$ cat src/rtl/craps_turn_scheduler.sv
// Round-robin turn scheduler sharing one craps engine between NPLAYERS players.
// Forwards the current player's roll, samples the result, keeps scores, forfeits idle turns.
module craps_turn_scheduler #(
    parameter int NPLAYERS   = 4,
    parameter int SCORE_W    = 4,
    parameter int WIN_TARGET = 5,
    parameter int TIMEOUT    = 1000,
    parameter int SETTLE     = 2,
    localparam int IW        = $clog2(NPLAYERS)
) (
    input  logic                        clk,
    input  logic                        rst,
    input  logic                        start,
    input  logic [NPLAYERS-1:0]         player_en,
    input  logic [NPLAYERS-1:0]         roll_req,
    input  logic                        eng_win,
    input  logic                        eng_lose,
    output logic                        eng_rb,
    output logic                        eng_clr,
    output logic [IW-1:0]               turn_idx,
    output logic [NPLAYERS-1:0]         turn_oh,
    output logic [NPLAYERS*SCORE_W-1:0] scores,
    output logic                        forfeit,
    output logic                        busy,
    output logic                        game_over,
    output logic [IW-1:0]               winner_idx
);

    localparam logic [2:0] S_IDLE   = 3'd0;
    localparam logic [2:0] S_CLEAR  = 3'd1;
    localparam logic [2:0] S_WAIT   = 3'd2;
    localparam logic [2:0] S_ROLL   = 3'd3;
    localparam logic [2:0] S_SETTLE = 3'd4;
    localparam logic [2:0] S_SCORE  = 3'd5;
    localparam logic [2:0] S_NEXT   = 3'd6;
    localparam logic [2:0] S_DONE   = 3'd7;

    localparam int TMAX = (TIMEOUT > SETTLE) ? TIMEOUT : SETTLE;
    localparam int TW   = $clog2(TMAX + 1);

    logic [2:0]                        state, nstate;
    logic [TW-1:0]                     timer, ntimer;
    logic [IW-1:0]                     turn, nturn, win_q, nwin;
    logic [NPLAYERS-1:0][SCORE_W-1:0]  sc, nsc;
    logic                              nforfeit;
    logic                              nbusy;

    // First enabled index after base, wrapping; base = NPLAYERS-1 gives the lowest.
    function automatic logic [IW-1:0] next_en(input logic [NPLAYERS-1:0] en, input int base);
        logic [IW-1:0] r;
        logic          found;
        int            idx;
        r     = '0;
        found = 1'b0;
        for (int k = 1; k <= NPLAYERS; k++) begin
            idx = (base + k) % NPLAYERS;
            if (!found && en[idx]) begin
                r     = IW'(idx);
                found = 1'b1;
            end
        end
        return r;
    endfunction

    always_comb begin
        nstate   = state;
        nturn    = turn;
        ntimer   = timer;
        nsc      = sc;
        nwin     = win_q;
        nforfeit = 1'b0;
        case (state)
            S_IDLE, S_DONE: begin
                if (start && |player_en) begin
                    nstate = S_CLEAR;
                    nsc    = '0;
                    nwin   = '0;
                    nturn  = next_en(player_en, NPLAYERS - 1);
                end
            end
            S_CLEAR: begin
                nstate = S_WAIT;
                ntimer = TW'(TIMEOUT);
            end
            S_WAIT: begin
                // A roll on the final timer cycle still wins over the forfeit.
                if (roll_req[turn]) begin
                    nstate = S_ROLL;
                end else if (timer == '0) begin
                    nstate   = S_NEXT;
                    nforfeit = 1'b1;
                end else begin
                    ntimer = timer - TW'(1);
                end
            end
            S_ROLL: begin
                nstate = S_SETTLE;
                ntimer = TW'(SETTLE);
            end
            S_SETTLE: begin
                if (timer <= TW'(1)) nstate = S_SCORE;
                else                 ntimer = timer - TW'(1);
            end
            S_SCORE: begin
                if (eng_win) begin
                    nsc[turn] = sc[turn] + SCORE_W'(1);
                    if (sc[turn] == SCORE_W'(WIN_TARGET - 1)) begin
                        nstate = S_DONE;
                        nwin   = turn;
                    end else begin
                        nstate = S_NEXT;
                    end
                end else if (eng_lose) begin
                    nstate = S_NEXT;
                end else begin
                    // Point phase: same player rolls again without clearing the engine.
                    nstate = S_WAIT;
                    ntimer = TW'(TIMEOUT);
                end
            end
            S_NEXT: begin
                if (player_en == '0) begin
                    nstate = S_IDLE;
                    nturn  = '0;
                end else begin
                    nstate = S_CLEAR;
                    nturn  = next_en(player_en, int'(turn));
                end
            end
            default: nstate = S_IDLE;
        endcase
    end

    assign nbusy = (nstate != S_IDLE) && (nstate != S_DONE);

    always_ff @(posedge clk or negedge rst) begin
        if (!rst) begin
            state     <= S_IDLE;
            timer     <= '0;
            turn      <= '0;
            win_q     <= '0;
            sc        <= '0;
            eng_rb    <= 1'b0;
            eng_clr   <= 1'b0;
            forfeit   <= 1'b0;
            busy      <= 1'b0;
            game_over <= 1'b0;
            turn_oh   <= '0;
        end else begin
            state     <= nstate;
            timer     <= ntimer;
            turn      <= nturn;
            win_q     <= nwin;
            sc        <= nsc;
            eng_rb    <= (nstate == S_ROLL);
            eng_clr   <= (nstate == S_CLEAR) || (nstate == S_DONE);
            forfeit   <= nforfeit;
            busy      <= nbusy;
            game_over <= (nstate == S_DONE);
            turn_oh   <= nbusy ? (NPLAYERS'(1) << nturn) : '0;
        end
    end

    assign turn_idx   = turn;
    assign winner_idx = win_q;
    assign scores     = sc;

endmodule

$ cat config.mk
export PLATFORM = sky130hd
export DESIGN_NAME = craps_turn_scheduler
export DESIGN_NICKNAME = d
export VERILOG_FILES = /design/src/rtl/craps_turn_scheduler.sv
export SDC_FILE = /design/constraint.sdc
export NUM_CORES = 1
export LEC_CHECK = 0
export BUFFER_PORTS_ARGS = -buffer_cell sky130_fd_sc_hd__buf_2
export CORE_UTILIZATION = 50
export CTS_CLUSTER_SIZE = 10
export DETAILED_ROUTE_END_ITERATION = 7
export GPL_ROUTABILITY_DRIVEN = 0
export HOLD_SLACK_MARGIN = 0.08
export PLACE_DENSITY_LB_ADDON = 0.2
export SLEW_MARGIN = 20
export SYNTH_ARGS = -nofsm -noshare
export SYNTH_HDL_FRONTEND = slang
export SYNTH_SLANG_ARGS = --single-unit
$ cat constraint.sdc
create_clock -name clk -period 3.25 [get_ports clk]
set_clock_uncertainty 0.1 [all_clocks]
set_input_delay 0.1625 -clock clk [delete_from_list [all_inputs] [get_ports clk]]
set_output_delay 0.1625 -clock clk [all_outputs]
set_load 0.005 [all_outputs]
==> results_dict.tcl <==
set metrics [dict create \
    finalSetupTns_ps 0 \
    vias 2395 \
    area_delta_synth_final_pct 12.5 \
    hold_viol_final 0 \
    synth_top_area_share_pct 39.7 \
    r2r_cells 7 \
    powerDensity_nw_per_um2 902 \
    io_buffers 41 \
    clockBufferDepth 2 \
    worstSetupPathType "reg -> reg" \
    synth_top_area_cell "dfrtp_1" \
    cp-end-kind "register" \
    fin_crit_sh_pct 86.4 \
    period_needed_ps 2810 \
    outcome "complete, no violations" \
    drv_cap 0 \
    ys_seq_area_share_pct 39.7 \
    rsz0062_at_grt "no" \
    drive_gt1_share_pct 20.8 \
    die_w_um 74.8 \
    nFillCells 466 \
    vdd_drop_max_mv 0.522 \
    path_max_fanout 19 \
    hold_end "winner_idx[0]" \
    syn_avg_cell_area_sq_um 9.56 \
    num_antenna_cells 0 \
    critPathRequiredTime_ps 3360 \
    grt_max_degree 43 \
    clkSinkCount 42 \
    grt_usage_pct 23.1 \
    ys_warn_count 0 \
    io_pins 42 \
    cts_root_buf "clkbuf_8" \
    dr.pass1.iters 4 \
    grt_overflow 0 \
    synth_compound_area_share_pct 26.3 \
    clkTransAtPathRegs_ps 90 \
    r2r_end "turn_oh[1]" \
    hpwl_mm 4.38 \
    maxSlewHeadroom_pct 39.7 \
    fin_total_pwr_mw 2.69 \
    fmax_mhz 356 \
    cts_tree "yes" \
    post-cts-setup-buffers 0 \
    cts_made_buffers 5 \
    routed_wl_mm 6.11 \
    synth_top_family_by_area "compound AO/OA/AOI/OAI gates" \
    nets 332 \
    die_h_um 74.8 \
    ant_nets 0 \
    setup-violations-final 0 \
    syn_nets 298 \
    min_from "eng_win" \
    syn-cell-area_sq_um 2650 \
    row_count 26 \
    grt_pass1_vias 2013 \
    core-area_sq_um 5110 \
    synth-edff-count 0 \
    synth_flop_cell "dfrtp_1" \
    synth_xor_area_share_pct 0.992 \
    grt_pass1_wl_mm 9.84 \
    regArea_sq_um 1050 \
    initial_core_util_pct 51.9 \
    clock_latency_ps 300 \
    start_kind "register" \
    antenna_found_initial 0 \
    avgViaCountPerCell 6.27 \
    synth_fa_ha_area_share_pct 3.78 \
    ys_ff_latch 42 \
    die-area_sq_um 5590 \
    finalMaxSlewViolations 0 \
    r2r_slack_ps 440 \
    wl_per_cell_um 16.0 \
    synthArstFlopShare_pct 100 \
    synth.area.mux_share_pct 6.57 \
    multi_input_area_sq_um 1440 \
    drt_first_iter_violations 186 \
    ctsHoldBuffers 1 \
    synthSimpleGateAreaFrac_pct 16.7 \
    arrival_ps 2920 \
    worst_pin_slew_ps 905 \
    ys_types 60 \
    cts_max_level 2 \
    min_delay_path_depth 3 \
    hold_path.class "in -> reg" \
    synthCells 277 \
    p_leak_nw 1.32 \
    ys_top_cells_by_area "dfrtp_1, o2bb2ai_1, mux4_2" \
    worstReg2RegStart "turn_idx[1]" \
    drc 0 \
    cts-resized-gates 0 \
]
[metal layers]
metal / routed length [um] / track usage, % / up-vias
li1: - / - / 1120
met1: 2920 / 33.9 / 1184
met2: 2810 / 35.0 / 85
met3: 296 / 4.42 / 6
met4: 76 / 6.29 / 0
met5: 0 / 0 / -
[cell usage after synthesis, drive strengths merged, types with 2 or more instances]
master / instances
o311ai: 3
xnor2: 2
o211ai: 4
a221oi: 2
nand3b: 2
a22oi: 2
or4: 3
mux2i: 5
mux4: 5
nor3b: 6
nand3: 3
o221ai: 6
nor2: 23
nand2: 16
and4: 2
ha: 8
nor4: 3
o21a: 4
a21oi: 16
o21ai: 13
nor2b: 4
dfrtp: 42
clkbuf: 5
o22ai: 3
buf: 14
nor3: 6
a31oi: 5
inv: 17
nand2b: 4
a211oi: 2
or2: 3
a311oi: 2
a32o: 5
o2bb2ai: 17
[worst max-delay path by stage]
stage                startpoint    endpoint  slack [ps]  depth (start not counted)
finish              turn_idx[1]  turn_oh[1]         440                          7
global route        turn_idx[1]  turn_oh[1]         150                          7
CTS                 turn_idx[1]  turn_oh[1]         420                          7
detailed placement  turn_idx[1]  turn_oh[1]         440                          7
global placement    turn_idx[1]  turn_oh[3]         550                          7
floorplan           turn_idx[1]  turn_oh[3]         960                          9
[layout by cell type (no fill, tap or decap), drive strengths merged, types with 4 or more instances in the layout]
master	instances
buf	45
nor2	23
o21ai	13
nor3	6
a21oi	16
o221ai	6
mux2i	5
a32o	5
o211ai	4
o21a	4
nor2b	4
nand2b	4
nor3b	6
ha	8
clkbuf	5
nand2	16
dfrtp	42
a31oi	5
o2bb2ai	17
mux4	5
inv	18
[where the power goes]
part	internal, mW	total, mW	switching, mW
clock network	0.155	0.349	0.194
registers	0.673	0.844	0.171
logic	0.619	1.50	0.877
[critical path, cell delays in order, from the launching register on]
cell,delay (ps)
dfrtp_1,820
inv_1,180
ha_1,460
inv_1,60
o21ai_0,180
a21oi_1,90
o32ai_1,580
nor3b_1,250
[per-stage QoR]
step	area [sq um]	util (%)	setup slack, ps	hold slack [ps]	std cells
after floorplan	2650	-	960	-233	277
after global placement	2880	56.3	551	241	373
after detailed placement	2880	56.3	436	250	373
after CTS	2980	58.4	416	162	382
after global routing	2980	58.4	148	192	382
final	2980	58.4	441	170	382
[sequential cells by signal (all words and copies together) (netlist names)]
signal	flops
busy	1
eng_clr	1
eng_rb	1
forfeit	1
game_over	1
scores	16
state	3
timer	10
turn_idx	2
turn_oh	4
winner_idx	2
[kinds of logic after synthesis]
| group | Yosys count |
|---|---|
| buf+inv | 36 |
| xor+xnor | 3 |
| compound gates | 95 |
| simple gates | 82 |
| mux | 11 |
| fa+ha+maj | 8 |
| flops | 42 |
[final cells by class]
type | instances | area share (%)
well taps | 70 | 2.94
clock inverters | 3 | 0.840
inverters | 17 | 2.14
flip-flops and latches | 42 | 35.3
repair buffers | 46 | 8.23
multi-input cells | 199 | 48.3
clock buffers | 5 | 2.31
(Power assumes the default switching activity.)
